**src/rtl/pin_in_filter.sv**
```systemverilog
// -----------------------------------------------------------------------------
// pin_in_filter
//
// Debounce and edge-detect filter for asynchronous board input pins. Each pin
// is first brought into the clk_i domain by a two-flop synchronizer. A per-pin
// stability counter then only lets the filtered value follow the synchronized
// value once it has differed for thr consecutive cycles. A 0->1 change of the
// filtered value pulses rise_o and a 1->0 change pulses fall_o, each for one
// cycle. Either edge sets a sticky event bit, and a single interrupt line ORs
// together all enabled event bits.
//
// The threshold is thr = max(filter_cycles_i, 1), so a setting of 0 behaves
// exactly like 1.
//
// Parameters
//   NumPins   number of filtered pins
//   CntWidth  width of the stability counter and of filter_cycles_i
//   ResetVal  reset value of the synchronizers and of pins_o
//
// Ports
//   clk_i            system clock
//   rst_i            synchronous, active-high reset
//   pins_i           raw asynchronous pad inputs
//   filter_cycles_i  stability threshold in cycles (quasi-static, shared)
//   event_clr_i      per-pin single-cycle clear of the sticky event bits
//   irq_en_i         per-pin interrupt enable
//   pins_o           filtered pin values
//   rise_o           one-cycle pulse on a 0->1 change of pins_o
//   fall_o           one-cycle pulse on a 1->0 change of pins_o
//   event_o          sticky per-pin change flags
//   irq_o            OR of (event_o & irq_en_i)
// -----------------------------------------------------------------------------
module pin_in_filter #(
    parameter int unsigned          NumPins  = 8,
    parameter int unsigned          CntWidth = 8,
    parameter logic [NumPins-1:0]   ResetVal = '1
) (
    input  logic                clk_i,
    input  logic                rst_i,
    input  logic [NumPins-1:0]  pins_i,
    input  logic [CntWidth-1:0] filter_cycles_i,
    input  logic [NumPins-1:0]  event_clr_i,
    input  logic [NumPins-1:0]  irq_en_i,
    output logic [NumPins-1:0]  pins_o,
    output logic [NumPins-1:0]  rise_o,
    output logic [NumPins-1:0]  fall_o,
    output logic [NumPins-1:0]  event_o,
    output logic                irq_o
);

    // -------------------------------------------------------------------------
    // Two-flop synchronizer. Only sync2_q is used by the filter logic.
    // -------------------------------------------------------------------------
    logic [NumPins-1:0] sync1_q;
    logic [NumPins-1:0] sync2_q;

    // NOTE: every sequential block uses non-blocking assignments so that all
    // registers update together from values sampled before the edge; with
    // blocking assignments sync2_q would see this cycle's sync1_q and the
    // synchronizer would collapse to a single flop.
    always_ff @(posedge clk_i) begin
        if (rst_i) begin
            sync1_q <= ResetVal;
            sync2_q <= ResetVal;
        end else begin
            sync1_q <= pins_i;
            sync2_q <= sync1_q;
        end
    end

    // -------------------------------------------------------------------------
    // Effective threshold minus one. A setting of 0 is treated as 1, so the
    // comparison value bottoms out at 0 instead of wrapping to all ones.
    // -------------------------------------------------------------------------
    logic [CntWidth-1:0] thr_m1;

    always_comb begin
        if (filter_cycles_i == '0) begin
            thr_m1 = '0;
        end else begin
            thr_m1 = filter_cycles_i - CntWidth'(1);
        end
    end

    // -------------------------------------------------------------------------
    // Per-pin stability counter and filtered value.
    // -------------------------------------------------------------------------
    logic [CntWidth-1:0] cnt_q [NumPins];
    logic [CntWidth-1:0] cnt_d [NumPins];
    logic [NumPins-1:0]  pins_q;
    logic [NumPins-1:0]  pins_d;

    // NOTE: every output of this block receives a default before any branch,
    // so no path leaves a value unassigned and no latch is inferred.
    always_comb begin
        pins_d = pins_q;
        for (int i = 0; i < NumPins; i++) begin
            cnt_d[i] = '0;
        end

        for (int i = 0; i < NumPins; i++) begin
            if (sync2_q[i] == pins_q[i]) begin
                // Input agrees with the filtered value: restart the count.
                cnt_d[i] = '0;
            end else if (cnt_q[i] >= thr_m1) begin
                // Stable for thr cycles. The >= also covers a threshold that
                // was lowered below the running count, which then accepts the
                // new value on the next edge.
                pins_d[i] = sync2_q[i];
                cnt_d[i]  = '0;
            end else begin
                // Still counting. cnt_q < thr_m1 here, so this cannot wrap.
                cnt_d[i] = cnt_q[i] + CntWidth'(1);
            end
        end
    end

    // -------------------------------------------------------------------------
    // Edge pulses and sticky events, computed from the next filtered value so
    // that they are registered alongside pins_q and show up in the same cycle
    // as the new pins_o value.
    // -------------------------------------------------------------------------
    logic [NumPins-1:0] rise_q;
    logic [NumPins-1:0] rise_d;
    logic [NumPins-1:0] fall_q;
    logic [NumPins-1:0] fall_d;
    logic [NumPins-1:0] event_q;
    logic [NumPins-1:0] event_d;

    always_comb begin
        rise_d  = pins_d & ~pins_q;
        fall_d  = ~pins_d & pins_q;
        // A new edge overrides a clear in the same cycle.
        event_d = (event_q & ~event_clr_i) | rise_d | fall_d;
    end

    // NOTE: the counter array is small and lives in flops, so it is reset
    // along with the other state. A reset in the middle of a count then
    // discards that count.
    always_ff @(posedge clk_i) begin
        if (rst_i) begin
            pins_q  <= ResetVal;
            rise_q  <= '0;
            fall_q  <= '0;
            event_q <= '0;
            for (int i = 0; i < NumPins; i++) begin
                cnt_q[i] <= '0;
            end
        end else begin
            pins_q  <= pins_d;
            rise_q  <= rise_d;
            fall_q  <= fall_d;
            event_q <= event_d;
            for (int i = 0; i < NumPins; i++) begin
                cnt_q[i] <= cnt_d[i];
            end
        end
    end

    // -------------------------------------------------------------------------
    // Outputs
    // -------------------------------------------------------------------------
    assign pins_o  = pins_q;
    assign rise_o  = rise_q;
    assign fall_o  = fall_q;
    assign event_o = event_q;
    assign irq_o   = |(event_q & irq_en_i);

endmodule

```
**config.mk**
```make
export PLATFORM = sky130hd
export DESIGN_NAME = pin_in_filter
export DESIGN_NICKNAME = d
export VERILOG_FILES = /design/src/rtl/pin_in_filter.sv
export SDC_FILE = /design/constraint.sdc
export NUM_CORES = 1
export LEC_CHECK = 0
export CORE_MARGIN = 5
export CORE_UTILIZATION = 51
export DETAILED_ROUTE_END_ITERATION = 10
export PLACE_DENSITY = 0.74
export SLEW_MARGIN = 10
export SYNTH_ARGS = -nofsm -noshare
export SYNTH_HDL_FRONTEND = slang
export SYNTH_SLANG_ARGS = --single-unit
```
**constraint.sdc**
```tcl
create_clock -name clk_i -period 3.1 [get_ports clk_i]
set_input_delay 0.62 -clock clk_i [delete_from_list [all_inputs] [get_ports clk_i]]
set_output_delay 0.62 -clock clk_i [all_outputs]
set_load 0.02 [all_outputs]
```
==> run summary <==
Post-Syn Instances: 590
GPL Wtd Cong: 0.885
Crit. End Element: flop
Headroom to the max-slew limit: 47.9%
FF-to-FF path depth: 7
Htree depth: 3
Max cap viols: 0
Antenna Diode Count: 0
Final hold violations: 0
Grt total ovfl: 0
Cells after DPL: 825
Hold crit path type: flop to flop
Initial antenna violation count: 0
ANT nets after route: 0
RSZ-0062 raised after global routing: true
Final worst-path cycle share: 100%
Post-Route Skew: 0.0105 ns
Fin Hold WS: 0.419 ns
CTS Sinks: 112
DRC Markers: 0
R2R Setup Slk: 1.28 ns
PD cells: 360 nW/um2
Starting density of the core: 51.7%
DIE WIDTH: 114 um
Sequential cell area fraction in the yosys report: 40.4%
Row count: 38
Net count, final: 814
All-layer global routing usage: 20.5%
Setup CP Type: input port to flop
Area Overhead vs Synth: 30.4%
Placed Area: 6700 um2
I/O pin cnt: 67
Drt total wl: 12.9 mm
Post-DP HPWL: 9.62 mm
Synth Warn #: 0
Worst hold endpoint: sync2_q[5]
Cts bufs inserted: 9
First-pass GRT wire length: 21.7 mm
Synth area leaders: dfxtp_1, ha_1, nor2_1
Worst-Skew Late Latency: 0.38 ns
FMAX: 322 MHz
Total number of vias: 4,600
Longest Clk Path Bufs: 2
Largest net degree at the start of global routing: 47
WHS Path Cells: 1
Design area: 7240 um2
Area leader, netlist: dfxtp_1
Synth Cell Area: 5550 um2
1st-iter DRT viols: 181
Max-slew violations: 0
Failing checks: setup timing
Drt via density: 5.40
CTS clk-pin slew, worst paths: 0.10 ns
Finished Layout Cells: 852
Number of synthesized register bits: 112
Commonest non-fill, non-tap cell in the layout: dfxtp_1
Req. time, crit path: 3.43 ns
Worst-Margin Slew: 0.782 ns
Yosys cell types: 29
Startpoint Class: input port
Die area: 13,100 um2
CTS tree: done
Post-route minimum period: 3.11 ns
Setup-failing EPs final: 2
Routed len/inst: 15.1 um
CP Data Arrival Time: 3.44 ns
DR pass1 iterations: 4
Reg2reg start: cnt_q[0][8]
Commonest cells after routing, fill and taps aside: dfxtp_1, ha_1, nor2_1
Vias in the first global route: 4,687
Die Y: 114 um
Hold_sp: sync1_q[5]
Syn Nets: 697
Core area: 10,700 um2
Status: finished with violations
Synth top area share: 40.4%
Share of cells above drive strength 1: 18.5%
CTS Root Cell: clkbuf_8
# fillers: 868
LEAKAGE: 3.12 nW
Worst Path Max Fanout: 7
Final WS setup: -0.00833 ns
Avg Inst Size Synth: 9.41 um2
Max VDD drop: 0.000331 V
Port Buffer Count: 66
FF-to-FF End: cnt_q[0][15]
DP Worst Slack: -0.687 ns
-- how the worst max path moves through the flow --
| stage | depth (start not counted) | slack [ns] | to | startpoint |
|---|---|---|---|---|
| after CTS | 10 | -0.01 | pins_o[2] | filter_cycles_i[4] |
| after global placement | 10 | -0.56 | cnt_q[0][14] | filter_cycles_i[4] |
| final | 12 | -0.008 | cnt_q[1][20] | filter_cycles_i[2] |
| after floorplan | 9 | 0.02 | pins_o[2] | filter_cycles_i[4] |
| after global routing | 12 | -0.07 | cnt_q[1][20] | filter_cycles_i[2] |
| after detailed placement | 10 | -0.69 | cnt_q[1][23] | filter_cycles_i[4] |
-- critical path: stages --
cell       delay [ns]
buf_6            0.09
or3_4            0.38
or3_4            0.39
or3b_4           0.44
and2_4           0.22
buf_6            0.13
ha_4             0.20
nand2b_4         0.14
a2111oi_4        0.39
o211ai_1         0.14
buf_4            0.19
nor2_2           0.10
-- registers in the layout, indices dropped and copies added (netlist names) --
| register | flops |
|---|---|
| sync1_q | 8 |
| event_o | 8 |
| rise_o | 8 |
| fall_o | 8 |
| sync2_q | 8 |
| pins_o | 8 |
| cnt_q | 64 |
-- repair_timing --
action	4_1_cts	5_1_grt
endpoints found under the setup margin	96	84
resized for setup	31	31
setup buffers	2	9
hold endpoints to repair	0	0
pin swaps	12	32
hold buffers	0	0
-- power by group --
| group | total [W] | internal, W | switching [W] |
|---|---|---|---|
| combinational | 0.000327 | 0.000181 | 0.000146 |
| sequential | 0.00146 | 0.00145 | 0.00000914 |
| clock | 0.000820 | 0.000321 | 0.000500 |
| total | 0.00261 | 0.00195 | 0.000655 |
-- cells by family after synthesis --
family / synth area share [%]
buffers and inverters: 1.69
adder cells (fa/ha/maj): 16.4
XOR/XNOR: 8.20
flip-flops: 40.4
AO/OA/AOI/OAI: 10.5
multiplexers: 1.80
AND/OR/NAND/NOR: 21.0
-- per-stage QoR --
step / TNS (ns) / utilization [%] / power, W
5_1_grt: -1.32 / 67.4 / 0.00273
3_5_place_dp: -59.61 / 62.3 / 0.00176
6_report: -0.0122 / 67.4 / 0.00261
3_3_place_gp: -50.79 / 62.3 / 0.00175
4_1_cts: -0.0966 / 66.1 / 0.00261
2_1_floorplan: 0 / - / 0.00163
-- cell type report --
| class | count | area [um2] | area share [%] |
|---|---|---|---|
| clock buffers | 11 | 141 | 1.95 |
| clock inverters | 5 | 41.3 | 0.570 |
| inverters | 18 | 67.6 | 0.933 |
| multi-input cells | 453 | 3540 | 48.9 |
| flip-flops and latches | 112 | 2240 | 31.0 |
| well taps | 140 | 175 | 2.42 |
| repair buffers | 113 | 1030 | 14.3 |
-- synth_stat cells (all sizes together) --
cell type,count
and4,8
nand4,2
o21a,16
nand3,30
nand2,19
ha,73
inv,18
clkbuf,7
a21o,8
nand2b,25
and2,2
xor2,36
a2111oi,8
or3b,1
or3,2
a21oi,16
o211ai,8
a41o,8
or2,16
nor2b,1
a22oi,4
o21ai,16
dfxtp,112
xnor2,16
mux2i,10
and3,22
nor2,84
nor3,22
-- per-layer routing --
metal | GRT usage (%) | vias to the layer above | part of all wire [%]
met1 | 25.2 | 2178 | 45
met3 | 5.66 | 13 | 4.4
li1 | - | 2313 | -
met2 | 35.6 | 96 | 49
met4 | 5.15 | 0 | 1.3
met5 | 0 | - | 0
Power figures use the tool's default switching activity.
